[src/rtl/ax_btb_updater_pkg.sv]
// Shared fetch-unit types for the approximate-branch BTB (AXBTB) write path.
// Holds the update record layout and the PC-to-index/tag slicing helper.
package FetchUnitTypes;

  localparam int AX_BTB_ENTRY_NUM   = 128;
  localparam int AX_BTB_INDEX_WIDTH = 7;
  localparam int AX_BTB_TAG_WIDTH   = 8;
  localparam int AX_BTB_PC_WIDTH    = 32;

  typedef logic [AX_BTB_INDEX_WIDTH-1:0] AxBtbIndexPath;
  typedef logic [AX_BTB_TAG_WIDTH-1:0]   AxBtbTagPath;
  typedef logic [AX_BTB_PC_WIDTH-1:0]    AxBtbPcPath;

  typedef struct packed {
    AxBtbIndexPath index;
    AxBtbTagPath   tag;
    AxBtbPcPath    target;
  } AxBtbUpdateReq;

  // Instructions are word aligned, so the index starts at PC bit 2 and the tag follows it.
  function automatic AxBtbUpdateReq make_update_req(input AxBtbPcPath pc,
                                                    input AxBtbPcPath target);
    AxBtbUpdateReq req;
    req.index  = pc[AX_BTB_INDEX_WIDTH+1:2];
    req.tag    = pc[AX_BTB_INDEX_WIDTH+2 +: AX_BTB_TAG_WIDTH];
    req.target = target;
    return req;
  endfunction

endpackage

[src/rtl/ax_btb_update_queue.sv]
// Small FIFO of pending AXBTB updates. A push that hits the same index as the
// newest queued entry overwrites it in place instead of taking a new slot.
module ax_btb_update_queue
  import FetchUnitTypes::*;
#(
  parameter int QUEUE_DEPTH = 4
) (
  input  logic          clk,
  input  logic          rst,
  input  logic          clear,
  input  logic          push,
  input  AxBtbUpdateReq push_data,
  input  logic          pop,
  output AxBtbUpdateReq head,
  output logic          empty,
  output logic          full
);

  localparam int PTR_WIDTH = $clog2(QUEUE_DEPTH);

  typedef logic [PTR_WIDTH:0] ptr_t;

  AxBtbUpdateReq        slots [QUEUE_DEPTH];
  ptr_t                 rd_ptr;
  ptr_t                 wr_ptr;
  ptr_t                 tail_ptr;
  ptr_t                 occupancy;
  logic [PTR_WIDTH-1:0] tail_slot;
  logic                 tail_popped;
  logic                 coalesce;
  logic                 append;

  assign empty     = (rd_ptr == wr_ptr);
  assign full      = (rd_ptr[PTR_WIDTH] != wr_ptr[PTR_WIDTH]) &&
                     (rd_ptr[PTR_WIDTH-1:0] == wr_ptr[PTR_WIDTH-1:0]);
  assign head      = slots[rd_ptr[PTR_WIDTH-1:0]];
  assign tail_ptr  = wr_ptr - ptr_t'(1);
  assign tail_slot = tail_ptr[PTR_WIDTH-1:0];
  assign occupancy = wr_ptr - rd_ptr;

  // When the only entry is leaving this cycle it must issue unmodified, so the push gets its own slot.
  assign tail_popped = pop && (occupancy == ptr_t'(1));
  assign coalesce    = push && !empty && !tail_popped &&
                       (slots[tail_slot].index == push_data.index);
  assign append      = push && !coalesce && !full;

  always_ff @(posedge clk or negedge rst) begin
    if (!rst) begin
      rd_ptr <= '0;
      wr_ptr <= '0;
    end else if (clear) begin
      rd_ptr <= '0;
      wr_ptr <= '0;
    end else begin
      if (pop && !empty) begin
        rd_ptr <= rd_ptr + ptr_t'(1);
      end
      if (append) begin
        wr_ptr <= wr_ptr + ptr_t'(1);
      end
    end
  end

  always_ff @(posedge clk) begin
    if (!clear) begin
      if (coalesce) begin
        slots[tail_slot] <= push_data;
      end else if (append) begin
        slots[wr_ptr[PTR_WIDTH-1:0]] <= push_data;
      end
    end
  end

endmodule

[src/rtl/ax_btb_updater.sv]
// Write side of the approximate-branch BTB: installs committed branch records and
// sweeps the whole table invalid after reset or fence.i, yielding to fetch reads.
module ax_btb_updater
  import FetchUnitTypes::*;
#(
  parameter int ENTRY_NUM   = AX_BTB_ENTRY_NUM,
  parameter int INDEX_WIDTH = AX_BTB_INDEX_WIDTH,
  parameter int TAG_WIDTH   = AX_BTB_TAG_WIDTH,
  parameter int PC_WIDTH    = AX_BTB_PC_WIDTH,
  parameter int QUEUE_DEPTH = 4
) (
  input  logic                   clk,
  input  logic                   rst,
  input  logic                   brValid,
  input  logic [PC_WIDTH-1:0]    brPC,
  input  logic [PC_WIDTH-1:0]    brTarget,
  output logic                   brReady,
  input  logic                   flushReq,
  output logic                   flushBusy,
  input  logic                   fetchRdEn,
  input  logic [INDEX_WIDTH-1:0] fetchRdIndex,
  output logic                   wrEn,
  output logic [INDEX_WIDTH-1:0] wrIndex,
  output logic [TAG_WIDTH-1:0]   wrTag,
  output logic [PC_WIDTH-1:0]    wrTarget,
  output logic                   wrValid
);

  localparam logic [0:0] ST_IDLE  = 1'b0;
  localparam logic [0:0] ST_FLUSH = 1'b1;

  localparam AxBtbIndexPath LAST_INDEX = AxBtbIndexPath'(ENTRY_NUM - 1);

  logic [0:0]    state;
  logic [0:0]    state_next;
  AxBtbIndexPath sweep_idx;
  AxBtbIndexPath sweep_next;

  AxBtbUpdateReq incoming;
  AxBtbUpdateReq head;
  AxBtbUpdateReq candidate;
  AxBtbUpdateReq wr_req_next;
  logic          q_empty;
  logic          q_full;
  logic          q_push;
  logic          q_pop;
  logic          push_accept;
  logic          cand_valid;
  logic          blocked;
  logic          wr_en_next;
  logic          wr_valid_next;

  assign incoming    = make_update_req(brPC, brTarget);
  assign brReady     = (state == ST_IDLE) && !q_full;
  assign flushBusy   = (state == ST_FLUSH);
  assign push_accept = brValid && brReady && !flushReq;

  ax_btb_update_queue #(
    .QUEUE_DEPTH(QUEUE_DEPTH)
  ) u_queue (
    .clk      (clk),
    .rst      (rst),
    .clear    (flushReq),
    .push     (q_push),
    .push_data(incoming),
    .pop      (q_pop),
    .head     (head),
    .empty    (q_empty),
    .full     (q_full)
  );

  // An empty queue lets an accepted push go straight to the write port, so it lands one cycle later.
  always_comb begin
    state_next    = state;
    sweep_next    = sweep_idx;
    candidate     = head;
    cand_valid    = 1'b0;
    blocked       = 1'b0;
    q_push        = push_accept;
    q_pop         = 1'b0;
    wr_en_next    = 1'b0;
    wr_valid_next = 1'b0;
    wr_req_next   = '0;

    if (flushReq) begin
      state_next = ST_FLUSH;
      sweep_next = '0;
      q_push     = 1'b0;
    end else if (state == ST_FLUSH) begin
      blocked = fetchRdEn && (fetchRdIndex == sweep_idx);
      if (!blocked) begin
        wr_en_next        = 1'b1;
        wr_req_next.index = sweep_idx;
        sweep_next        = sweep_idx + AxBtbIndexPath'(1);
        if (sweep_idx == LAST_INDEX) begin
          state_next = ST_IDLE;
        end
      end
    end else begin
      if (!q_empty) begin
        candidate  = head;
        cand_valid = 1'b1;
      end else if (push_accept) begin
        candidate  = incoming;
        cand_valid = 1'b1;
      end
      blocked = fetchRdEn && (fetchRdIndex == candidate.index);
      if (cand_valid && !blocked) begin
        wr_en_next    = 1'b1;
        wr_valid_next = 1'b1;
        wr_req_next   = candidate;
        if (q_empty) begin
          q_push = 1'b0;
        end else begin
          q_pop = 1'b1;
        end
      end
    end
  end

  // Write fields keep their last value on idle cycles; only wrEn says whether they mean anything.
  always_ff @(posedge clk or negedge rst) begin
    if (!rst) begin
      state     <= ST_FLUSH;
      sweep_idx <= '0;
      wrEn      <= 1'b0;
      wrIndex   <= '0;
      wrTag     <= '0;
      wrTarget  <= '0;
      wrValid   <= 1'b0;
    end else begin
      state     <= state_next;
      sweep_idx <= sweep_next;
      wrEn      <= wr_en_next;
      if (wr_en_next) begin
        wrIndex  <= wr_req_next.index;
        wrTag    <= wr_req_next.tag;
        wrTarget <= wr_req_next.target;
        wrValid  <= wr_valid_next;
      end
    end
  end

endmodule

[config.mk]
export PLATFORM = sky130hd
export DESIGN_NAME = ax_btb_updater
export DESIGN_NICKNAME = d
export VERILOG_FILES = /design/src/rtl/ax_btb_updater_pkg.sv /design/src/rtl/ax_btb_update_queue.sv /design/src/rtl/ax_btb_updater.sv
export SDC_FILE = /design/constraint.sdc
export NUM_CORES = 1
export LEC_CHECK = 0
export ABC_AREA = 0
export BUFFER_PORTS_ARGS = -buffer_cell sky130_fd_sc_hd__buf_2
export CAP_MARGIN = 5
export CORE_MARGIN = 2
export CORE_UTILIZATION = 52
export DETAILED_ROUTE_END_ITERATION = 16
export PLACE_DENSITY_LB_ADDON = 0.2
export SETUP_SLACK_MARGIN = 0.1
export SLEW_MARGIN = 20
export SYNTH_ARGS = -nofsm -noshare
export SYNTH_HDL_FRONTEND = slang
export SYNTH_SLANG_ARGS = --single-unit
[constraint.sdc]
create_clock -name clk -period 6.4 [get_ports clk]
set_clock_uncertainty 0.05 [all_clocks]
set_input_delay 0.32 -clock clk [delete_from_list [all_inputs] [get_ports clk]]
set_output_delay 0.32 -clock clk [all_outputs]
set_load 0.1 [all_outputs]
==> flow_summary.rst, run 1 <==
.. list-table::
   :header-rows: 1

   * - Metric
     - Value
   * - Crit path kind
     - reg2reg
   * - Buffers on Ports
     - 109
   * - Clock tree from TritonCTS
     - yes
   * - Tightest slew margin relative to the limit
     - 0.279
   * - Final design utilization
     - 0.645
   * - Area added between synthesis and finish
     - 20.7%
   * - Worst-skew pair later-pin latency
     - about 0.53 ns
   * - F_max
     - 0.205 GHz
   * - Type of destination of the critical path
     - flop
   * - Count leader, synth
     - edfxtp_1
   * - Data required time at the worst endpoint
     - approximately 6.6 ns
   * - Dpl cells
     - ~930
   * - Floorplan die width
     - around 150 um
   * - Reg clk slew, reported paths
     - 0.06 ns
   * - Path depth of the worst reg2reg path
     - 11
   * - CTS resizes
     - 0
   * - Final-stage net count
     - 818
   * - Pin count of the biggest net entering global routing
     - 64
   * - CP bufs+invs
     - 2
   * - Fin Setup TNS
     - 0 ns
   * - Post-synthesis instance area
     - approximately 11,000 um^2
   * - DP Wirelength
     - roughly 14,000 um
   * - Routed WL per cell
     - around 22 um
   * - Total Routed Length
     - between 20,000 and 25,000 um
   * - Clock H-tree levels
     - 1
   * - Top area cells in the synthesized netlist
     - edfxtp_1 (54%), dfrtp_1 (15%), mux4_2 (12%), mux2i_1 (4.2%), o2bb2ai_1 (3.9%)
   * - Initial DRC Count
     - 429
   * - Final weighted congestion of routability-driven global placement
     - roughly 0.86
   * - Remaining design rule violation count
     - 0
   * - Number of buffers created by CTS
     - 26
   * - Startpoint Class
     - flop
   * - Family of cells with the greatest summed delay on the critical path
     - compound AO/OA/AOI/OAI gates
   * - Largest fanout on the critical path
     - 29
   * - Worst flop-to-flop path startpoint
     - u_queue.wr_ptr[0]
   * - Root buffer selected by CTS
     - clkbuf_16
   * - Crit path DAT
     - approximately 5.0 ns
   * - Cell depth of the worst hold path
     - 1
   * - Remaining antenna violation count after routing
     - 0
   * - Initial core utilization
     - 0.534
   * - Count of maximum capacitance violations
     - 0
   * - Critical path's slowest cell
     - dfrtp_1
   * - Vias in the first global route
     - around 6,500
   * - CTS Hold Bufs
     - 41
   * - Result of the run
     - finished, final reports clean
   * - Die extent in y
     - about 150 um
   * - Maximum clock path buffer count
     - 3
   * - Crit-path most repeated cell
     - nand2_1
   * - Chain of cells forming the critical path
     - inv_1 > ha_1 > nand2_1 > o31ai_1 > a21oi_1 > nor4_2 > nand4_1 > o21ai_0 > nand2_1 > a21oi_4 > buf_12
   * - First-pass GRT wire length
     - about 36,000 um
   * - HP Class
     - in2reg
   * - # Post-CTS Setup Buffers
     - 0
   * - Max rail drop VDD
     - around 0.18 mV
   * - Number of enable flip-flop cells after synthesis
     - 188
   * - Number of vias per cell
     - about 5.9
   * - Syn Area/Cell
     - ~18 um^2
   * - First drt pass iteration count
     - 5
   * - Core box area
     - 19,700 um^2
   * - Share of the cycle needed by the critical path after routing
     - 0.762
   * - All-Layer GR Usage
     - 0.216
   * - Area of the die
     - roughly 21,000 um^2
   * - Commonest cells post-synth
     - edfxtp_1 (188), dfrtp_1 (62), mux4_2 (54), o2bb2ai_1 (47), mux2i_1 (44)
   * - Largest area contributor in the synthesized netlist
     - edfxtp_1
   * - Worst min-delay path startpoint
     - brPC[5]
   * - Synthesized instance count
     - just under 600
   * - Synthesized flop and latch total
     - around 250
   * - CTS sink cnt
     - ~250
   * - Fraction of registers with async set/reset
     - 0.251
   * - Least-Margin Pin Slew
     - 1.08 ns
   * - Inserted Diodes
     - 0
   * - Distinct cell type count of the synthesized netlist
     - 43
   * - Pwr/cell area
     - around 270 nW/um^2
   * - Most frequently used flop master after synthesis
     - edfxtp_1
   * - Largest stage delay on the critical path
     - 0.82 ns
   * - Count of pins over their slew limit
     - 0
   * - Setup slack of the most critical reg-to-reg path
     - approximately 1.5 ns
   * - Number of non-filler instances in the completed layout
     - between 1,000 and 1,500
   * - Min-Delay Endpoint
     - u_queue.slots[3][43]
   * - Synth Warn #
     - 0
   * - Post-Syn Nets
     - 667
   * - Fraction of final layout cells sized beyond drive strength 1
     - 0.296
   * - Vias after detailed routing
     - around 6,000
   * - Leftover overflow at the end of global routing
     - 0
   * - Hold Vio Cnt, Final
     - 0
   * - Lkg Pwr
     - about 4.6 nW
   * - Reg2Reg Capture Point
     - u_queue.slots[3][44]
   * - Setup repair after global routing missed its margin
     - no
   * - Final setup vio count
     - 0
   * - Crit path time final
     - roughly 4.9 ns
   * - Post-synth top area share
     - 0.537
   * - Ports placed on the boundary
     - between 100 and 150
   * - Number of antenna violations at the first check in global routing
     - 0
   * - Sequential element share of the synthesized area
     - 0.688
   * - Count of standard-cell rows
     - 51
power breakdown:
part / switching (W) / internal, W / leakage, nW
Clock: 0.000609 / 0.000948 / 0.428
Combinational: 0.0000729 / 0.0000428 / 1.58
Sequential: 0.00000480 / 0.00176 / 2.56
Total: 0.000687 / 0.00275 / 4.56
layer usage:
layer,wire (um),part of all wire,track usage
met1,9780,0.43,0.303
met2,11200,0.49,0.356
met3,1340,0.059,0.0403
met4,324,0.014,0.0563
met5,0,0,0
cell families (layout without fill, tap and decap cells):
| logic type | after synthesis | in the layout | synth area share |
|---|---|---|---|
| multiplexers | 99 | 99 | 0.159 |
| AND/OR/NAND/NOR | 76 | 76 | 0.0405 |
| AO/OA/AOI/OAI | 85 | 85 | 0.0644 |
| XOR/XNOR | 25 | 25 | 0.0208 |
| buffers and inverters | 43 | 214 | 0.0199 |
| adder cells (fa/ha/maj) | 6 | 6 | 0.00786 |
| flip-flops | 251 | 251 | 0.688 |
how the worst max path moves through the flow:
stage                      startpoint                    to  slack (ns)  depth (start not counted)
floorplan           u_queue.rd_ptr[1]   u_queue.slots[2][0]        0.30                         13
global placement    u_queue.wr_ptr[0]  u_queue.slots[3][44]        1.52                         11
detailed placement  u_queue.wr_ptr[0]  u_queue.slots[3][44]        1.44                         11
CTS                 u_queue.wr_ptr[0]   u_queue.slots[3][6]        1.49                         11
global route        u_queue.wr_ptr[0]   u_queue.slots[3][6]        0.97                         11
finish              u_queue.wr_ptr[0]  u_queue.slots[3][44]        1.53                         11
layout make-up:
cell class	count	area (um^2)
Clock buffer	30	666
Fill cell	1448	6970
Tap cell	265	332
Sequential cell	251	7230
Multi-Input combinational cell	291	3130
Clock inverter	18	228
Timing Repair Buffer	159	1080
Inverter	7	26.3
through the flow:
| stage | total power (W) | hold slack [ns] | instance area [um^2] | setup slack, ns |
|---|---|---|---|---|
| floorplan | 0.00184 | -0.0256 | 10500 | 0.295 |
| global placement | 0.00189 | 0.417 | 11400 | 1.52 |
| detailed placement | 0.00189 | 0.419 | 11400 | 1.44 |
| CTS | 0.00347 | 0.00242 | 12700 | 1.49 |
| global route | 0.00355 | 0.0121 | 12700 | 0.967 |
| finish | 0.00343 | 0.0196 | 12700 | 1.53 |
registers in the layout (all words and copies together), names as in the netlist:
register / flops
u_queue.slots: 188
wrTag: 8
wrValid: 1
flushBusy: 1
u_queue.rd_ptr: 3
wrIndex: 7
sweep_idx: 7
wrTarget: 32
wrEn: 1
u_queue.wr_ptr: 3
layout by cell type, fill, tap and decap left out, types with 4 or more instances in the layout:
cell type | netlist | layout
xor2_1 | 14 | 14
dfrtp_1 | 62 | 60
ha_1 | 5 | 5
o31ai_1 | 5 | 5
nor2_1 | 13 | 13
mux2i_1 | 44 | 44
bufinv_16 | 0 | 5
buf_2 | 8 | 108
a22oi_1 | 7 | 7
clkinv_1 | 0 | 6
edfxtp_1 | 188 | 188
nand4_1 | 12 | 12
o21ai_0 | 4 | 4
and4_1 | 4 | 4
a21oi_1 | 11 | 7
mux4_2 | 54 | 54
nand3_1 | 7 | 7
clkbuf_1 | 18 | 4
nand2_1 | 15 | 15
and3_1 | 4 | 4
buf_4 | 0 | 6
clkbuf_16 | 0 | 26
nor4_1 | 4 | 4
o2bb2ai_1 | 47 | 47
buf_12 | 0 | 4
dlygate4sd3_1 | 0 | 41
a21oi_4 | 0 | 4
xnor2_1 | 11 | 11
inv_1 | 7 | 7
No activity file was read; power rests on OpenSTA's default activity.
==> inputs of run 2 (changes only) <==
--- a/config.mk
+++ b/config.mk
@@ -9,7 +9,7 @@
 export BUFFER_PORTS_ARGS = -buffer_cell sky130_fd_sc_hd__buf_2
 export CAP_MARGIN = 5
 export CORE_MARGIN = 2
-export CORE_UTILIZATION = 52
+export CORE_UTILIZATION = 58
 export DETAILED_ROUTE_END_ITERATION = 16
 export PLACE_DENSITY_LB_ADDON = 0.2
 export SETUP_SLACK_MARGIN = 0.1
==> constraint.sdc (replaced) <==
create_clock -name clk -period 4.8 [get_ports clk]
set_clock_uncertainty 0.05 [all_clocks]
set_input_delay 0.24 -clock clk [delete_from_list [all_inputs] [get_ports clk]]
set_output_delay 0.24 -clock clk [all_outputs]
set_load 0.1 [all_outputs]
==> run 2 against run 1 <==
Compared with the run above: first-iteration DRC count increased by 1.9%; die area fell by 10%; critical path depth fell by 1; total power up 34%; register-to-register slack got worse by 0.95 ns; setup slack got worse by 0.95 ns; clock-buffer cell count stayed put; combinational power increased by 39%; utilization rose by 7.3 points; design area grew 1.0%; largest cell class unchanged; highest routed layer unchanged.
==> flow_summary.rst, run 2 (synthesis gave the netlist of run 1 again) <==
.. list-table::
   :header-rows: 1

   * - Metric
     - Value
   * - Final weighted congestion of routability-driven global placement
     - just under 0.9
   * - Data required time at the worst endpoint
     - roughly 4.9 ns
   * - Inserted Diodes
     - 0
   * - Area added between synthesis and finish
     - 22.0%
   * - # Post-CTS Setup Buffers
     - 0
   * - Tightest slew margin relative to the limit
     - 0.447
   * - Reg clk slew, reported paths
     - approximately 0.060 ns
   * - Count of maximum capacitance violations
     - 0
   * - Final-stage net count
     - about 830
   * - Maximum clock path buffer count
     - 3
   * - Pwr/cell area
     - ~360 nW/um^2
   * - Remaining design rule violation count
     - 0
   * - Number of antenna violations at the first check in global routing
     - 0
   * - Fin Setup TNS
     - 0 ns
   * - Worst flop-to-flop path startpoint
     - u_queue.rd_ptr[0]
   * - Crit path time final
     - between 4 and 5 ns
   * - Worst min-delay path startpoint
     - flushReq
   * - Total Routed Length
     - approximately 23,000 um
   * - HP Class
     - in2reg
   * - CTS sink cnt
     - 251
   * - Floorplan die width
     - 139 um
   * - Count of pins over their slew limit
     - 0
   * - Result of the run
     - finished, final reports clean
   * - Final setup vio count
     - 0
   * - Vias after detailed routing
     - 6,164
   * - Worst-skew pair later-pin latency
     - roughly 0.52 ns
   * - Share of the cycle needed by the critical path after routing
     - 0.881
   * - Crit path kind
     - reg2reg
   * - Initial DRC Count
     - 437
   * - Post-Route Hold Slack
     - 0.124 ns
   * - FF+latch area
     - just over 7000 um^2
   * - Biggest regs
     - u_queue.slots: 188 flops, wrTarget: 32 flops, wrTag: 8 flops
   * - Clock H-tree levels
     - 1
   * - Routed WL per cell
     - ~23 um
   * - Hold Vio Cnt, Final
     - 0
   * - Largest fanout on the critical path
     - 14
   * - Max rail drop VDD
     - roughly 0.33 mV
   * - Vias in the first global route
     - between 6,000 and 7,000
   * - Leftover overflow at the end of global routing
     - 0
   * - Least-Margin Pin Slew
     - a little over 0.8 ns
   * - Most common library cell in the layout ignoring fill and taps
     - edfxtp_1
   * - Die extent in y
     - between 100 and 150 um
   * - Buffers on Ports
     - 109
   * - Fraction of final layout cells sized beyond drive strength 1
     - 0.310
   * - Largest Register
     - u_queue.slots
   * - Core box area
     - 17,800 um^2
   * - Number of buffers created by CTS
     - 25
   * - Type of destination of the critical path
     - flop
   * - Multi-input logic area
     - between 3000 and 4000 um^2
   * - Crit path DAT
     - around 4.4 ns
   * - Setup slack of the most critical reg-to-reg path
     - between 0.5 and 0.6 ns
   * - Root buffer selected by CTS
     - clkbuf_16
   * - First-pass GRT wire length
     - 36,500 um
   * - Number of vias per cell
     - just over 6
   * - Initial core utilization
     - 0.589
   * - Fill cells
     - about 1,100
   * - Most frequent cells in the layout
     - edfxtp_1 (188), buf_2 (109), dfrtp_1 (60), mux4_2 (54), dlygate4sd3_1 (48)
   * - DP Wirelength
     - around 14,000 um
   * - Ports placed on the boundary
     - about 130
   * - F_max
     - 0.237 GHz
   * - CTS resizes
     - 0
   * - Remaining antenna violation count after routing
     - 0
   * - Setup repair after global routing missed its margin
     - no
   * - First drt pass iteration count
     - 4
   * - Count of standard-cell rows
     - 49
   * - Lkg Pwr
     - approximately 4.7 nW
   * - Startpoint Class
     - flop
   * - Largest register FFs
     - about 190
   * - Launching element of the worst setup path
     - u_queue.rd_ptr[0]
   * - All-Layer GR Usage
     - 0.242
   * - Pin count of the biggest net entering global routing
     - 42
   * - Area of the die
     - roughly 19,000 um^2
   * - Clock tree from TritonCTS
     - yes
run 2: final cells by class:
class                   count  area share
repair buffers            176      0.0971
multi-input cells         291       0.244
flip-flops and latches    251       0.564
inverters                   7     0.00205
clock inverters            16      0.0185
clock buffers              30      0.0519
well taps                 229      0.0224
run 2: worst max-delay path, stage by stage, from the launching register on:
cell and delay, ns:
dfrtp_4 0.60, ha_1 0.36, nand2_1 0.24, o31ai_1 0.46, a21oi_1 0.15, nor4_2 0.35
nand4_1 0.23, o21ai_0 0.40, nand2_1 0.33, a21oi_4 0.39, buf_4 0.33
run 2: path summary, 6_finish.rpt:
path / end / cells after the start
setup / recovery: u_queue.slots[0][43] / 10
hold / removal: sweep_idx[4] / 2
setup reg to reg: u_queue.slots[0][43] / 10
hold reg to reg: wrTarget[5] / 1
max in group asynchronous: u_queue.rd_ptr[0] / 3
min in group asynchronous: wrTarget[4] / 2
run 2: per-layer routing:
layer,track usage,share of wire,wire length [um],vias to the layer above
li1,-,-,-,2721
met1,0.338,0.42,9730,3185
met2,0.406,0.50,11500,219
met3,0.0363,0.056,1280,39
met4,0.0698,0.023,529,0
met5,0,0,0,-
run 2: power by group:
group / internal [W] / switching [W]
sequential: 0.00234 / 0.00000573
combinational: 0.0000621 / 0.0000994
clock: 0.00127 / 0.000822
total: 0.00367 / 0.000927
run 2: timing repair:
action,4_1_cts,5_1_grt
setup endpoints to repair,0,0
hold buffers,48,0
endpoints found under the hold margin,213,0
run 2: metrics by stage:
step | total power, W | util | area, um^2 | std cells | setup slack (ns)
3_5_place_dp | 0.00252 | 0.641 | 11400 | 906 | 0.669
4_1_cts | 0.00463 | 0.718 | 12800 | 1000 | 0.637
5_1_grt | 0.00473 | 0.718 | 12800 | 1000 | 0.274
3_3_place_gp | 0.00252 | 0.641 | 11400 | 906 | 0.758
6_report | 0.00460 | 0.718 | 12800 | 1000 | 0.572
2_1_floorplan | 0.00245 | - | 10500 | 585 | -0.208
==> inputs of run 3 (changes only) <==
--- a/config.mk
+++ b/config.mk
@@ -9,7 +9,7 @@
 export BUFFER_PORTS_ARGS = -buffer_cell sky130_fd_sc_hd__buf_2
 export CAP_MARGIN = 5
 export CORE_MARGIN = 2
-export CORE_UTILIZATION = 58
+export CORE_UTILIZATION = 52
 export DETAILED_ROUTE_END_ITERATION = 16
 export PLACE_DENSITY_LB_ADDON = 0.2
 export SETUP_SLACK_MARGIN = 0.1
==> constraint.sdc (replaced) <==
create_clock -name clk -period 3.7 [get_ports clk]
set_clock_uncertainty 0.05 [all_clocks]
set_input_delay 0.185 -clock clk [delete_from_list [all_inputs] [get_ports clk]]
set_output_delay 0.185 -clock clk [all_outputs]
set_load 0.1 [all_outputs]
==> run 3 against run 2 <==
Compared with the run above: global-route usage shrank 1.8 points; sequential power grew 29%; fmax increased by 20%; die area rose by 11%; wire length rose by 4.8%; worst hold slack better by 0.085 ns; combinational power is 34% higher; setup slack worse by 0.40 ns; total power up 33%; critical endpoint is now u_queue.slots[3][29]; largest power group unchanged.
==> flow_summary.rst, run 3 (synthesis gave the netlist of run 1 again) <==
.. list-table::
   :header-rows: 1

   * - Metric
     - Value
   * - Count of pins over their slew limit
     - 0
   * - Switching power
     - approximately 0.0012 W
   * - Crit path kind
     - reg2reg
   * - Result of the run
     - finished, final reports clean
   * - Largest stage delay on the critical path
     - slightly below 0.6 ns
   * - Routed WL per cell
     - roughly 23 um
   * - Core box area
     - between 15,000 and 20,000 um^2
   * - F_max
     - between 0.2 and 0.3 GHz
   * - First drt pass iteration count
     - 5
   * - Setup repair after global routing missed its margin
     - yes
   * - Total Routed Length
     - approximately 24,000 um
   * - Clock H-tree levels
     - 1
   * - CTS sink cnt
     - about 250
   * - Data required time at the worst endpoint
     - approximately 3.9 ns
   * - Die extent in y
     - approximately 150 um
   * - Least-Margin Pin Slew
     - a little under 0.9 ns
   * - Reg clk slew, reported paths
     - ~0.06 ns
   * - DP Wirelength
     - 14,400 um
   * - Vias in the first global route
     - roughly 6,600
   * - Tightest slew margin relative to the limit
     - 0.404
   * - Area added between synthesis and finish
     - 25.6%
   * - Hold Vio Cnt, Final
     - 0
   * - Area of the die
     - 21,400 um^2
   * - Max rail drop VDD
     - 0.570 mV
   * - Sequential fraction of design power
     - 0.497
   * - Combinational Power Share
     - 0.035
   * - CP bufs+invs
     - 2
   * - Net Sw Frac
     - 0.198
   * - Most frequent cells in the layout
     - edfxtp_1 (188), buf_2 (109), dfrtp_1 (60), mux4_2 (54), dlygate4sd3_1 (49)
   * - Final-stage net count
     - 849
   * - Largest register FFs
     - roughly 190
   * - Startpoint Class
     - flop
   * - HP Class
     - in2reg
   * - Cell-internal power
     - 0.00491 W
   * - Clock network fraction of design power
     - 0.468
   * - Lkg Pwr
     - about 4.8 nW
   * - Crit path time final
     - between 3 and 4 ns
   * - Design area
     - ~13,000 um^2
   * - Root buffer selected by CTS
     - clkbuf_16
   * - Chain of cells forming the critical path
     - ha_4 > nand2_2 > o31a_1 > or3_1 > a21oi_2 > and4_4 > o21ai_4 > or3_4 > a21oi_4 > buf_4 > clkbuf_16
   * - Largest fanout on the critical path
     - 11
   * - Count of maximum capacitance violations
     - 0
   * - Clock tree from TritonCTS
     - yes
   * - Initial DRC Count
     - 393
   * - Vias after detailed routing
     - around 6,300
   * - Number of vias per cell
     - 5.96
   * - Remaining design rule violation count
     - 0
   * - Floorplan die width
     - ~150 um
   * - Buffers on Ports
     - ~110
   * - Pin count of the biggest net entering global routing
     - 48
   * - Initial core utilization
     - 0.534
   * - Family of cells with the greatest summed delay on the critical path
     - simple AND/OR/NAND/NOR gates
   * - Worst-skew pair later-pin latency
     - around 0.53 ns
   * - Fraction of final layout cells sized beyond drive strength 1
     - 0.343
   * - Critical path's slowest cell
     - dfrtp_4
   * - Crit path DAT
     - roughly 3.7 ns
   * - Fin Setup TNS
     - 0 ns
   * - First-pass GRT wire length
     - 37,200 um
   * - Biggest regs
     - u_queue.slots: 188 flops, wrTarget: 32 flops, wrTag: 8 flops
   * - Share of the cycle needed by the critical path after routing
     - 0.954
   * - Largest Register
     - u_queue.slots
   * - Number of antenna violations at the first check in global routing
     - 0
   * - Maximum clock path buffer count
     - 3
   * - Final setup vio count
     - 0
   * - Leftover overflow at the end of global routing
     - 0
   * - Final weighted congestion of routability-driven global placement
     - around 0.94
   * - Number of buffers created by CTS
     - 26
   * - Count of standard-cell rows
     - 51
   * - Most common library cell in the layout ignoring fill and taps
     - edfxtp_1
   * - Ports placed on the boundary
     - between 100 and 150
   * - All-Layer GR Usage
     - 0.225
   * - Inserted Diodes
     - 0
   * - Type of destination of the critical path
     - flop
   * - Pwr/cell area
     - 464 nW/um^2
   * - Remaining antenna violation count after routing
     - 0
   * - Post-DP Area
     - ~12,000 um^2
[run 3: cell types whose count changed in the layout (fill, tap and decap cells not counted), moves of 3 or more]
cell and change:
clkinv_4 -4, buf_4 +8, clkbuf_16 +3, o31ai_4 +3, ha_1 -3, clkinv_2 +3, clkinv_1 +4, o31ai_1 -3
buf_12 +3
[run 3: metrics by stage]
| stage | util | hold slack, ns | total power (W) | worst slack, ns | std cells |
|---|---|---|---|---|---|
| global route | 0.672 | 0.251 | 0.00630 | 0.0976 | 1052 |
| CTS | 0.666 | 0.194 | 0.00617 | 0.166 | 1047 |
| finish | 0.672 | 0.209 | 0.00612 | 0.169 | 1052 |
| global placement | 0.593 | 0.280 | 0.00327 | 0.220 | 950 |
| floorplan | - | -0.161 | 0.00318 | -0.260 | 585 |
| detailed placement | 0.593 | 0.297 | 0.00327 | 0.208 | 950 |
[run 3: path summary, 6_finish.rpt]
path / start / to / slack [ns] / cells past startpoint
setup reg to reg: u_queue.rd_ptr[0] / u_queue.slots[3][29] / 0.17 / 11
max in group asynchronous: rst / wrTarget[13] / 2.28 / 3
hold reg to reg: wrTarget[5] / wrTarget[5] / 0.43 / 1
min in group asynchronous: rst / wrTarget[1] / 0.27 / 2
setup / recovery: u_queue.rd_ptr[0] / u_queue.slots[3][29] / 0.17 / 11
hold / removal: fetchRdEn / flushBusy / 0.21 / 6
[run 3: worst register-to-register path, stage by stage, from the launching register on]
cell and delay, ns:
dfrtp_4 0.58, ha_4 0.32, nand2_2 0.17, o31a_1 0.37, or3_1 0.33, a21oi_2 0.16, and4_4 0.28, o21ai_4 0.09
or3_4 0.40, a21oi_4 0.15, buf_4 0.17, clkbuf_16 0.17
[run 3: cell type report]
| cell class | count | area [um^2] |
|---|---|---|
| Multi-Input combinational cell | 291 | 3240 |
| Timing Repair Buffer | 190 | 1410 |
| Clock inverter | 18 | 246 |
| Clock buffer | 30 | 707 |
| Sequential cell | 251 | 7230 |
| Tap cell | 265 | 332 |
| Inverter | 7 | 31.3 |
| Fill cell | 1342 | 6460 |
[run 3: routing by layer]
| layer | track usage | vias up | part of all wire |
|---|---|---|---|
| met3 | 0.0347 | 44 | 0.053 |
| met2 | 0.384 | 235 | 0.50 |
| met1 | 0.306 | 3258 | 0.43 |
| met5 | 0 | - | 0 |
| met4 | 0.0597 | 0 | 0.022 |
| li1 | - | 2734 | - |
[run 3: repair_timing]
action,CTS,global route
setup endpoints to repair,0,188
hold endpoints to repair,265,0
hold buffers,49,0
resized for setup,0,7
buffers inserted,0,3
[run 3: power by group through the flow]
stage	clock network, W	registers [W]	logic, W
final	0.00286	0.00304	0.000215
after global routing	0.00302	0.00304	0.000231
after CTS	0.00291	0.00304	0.000214
after detailed placement	0	0.00310	0.000172
after global placement	0	0.00310	0.000165
after floorplan	0	0.00313	0.0000444
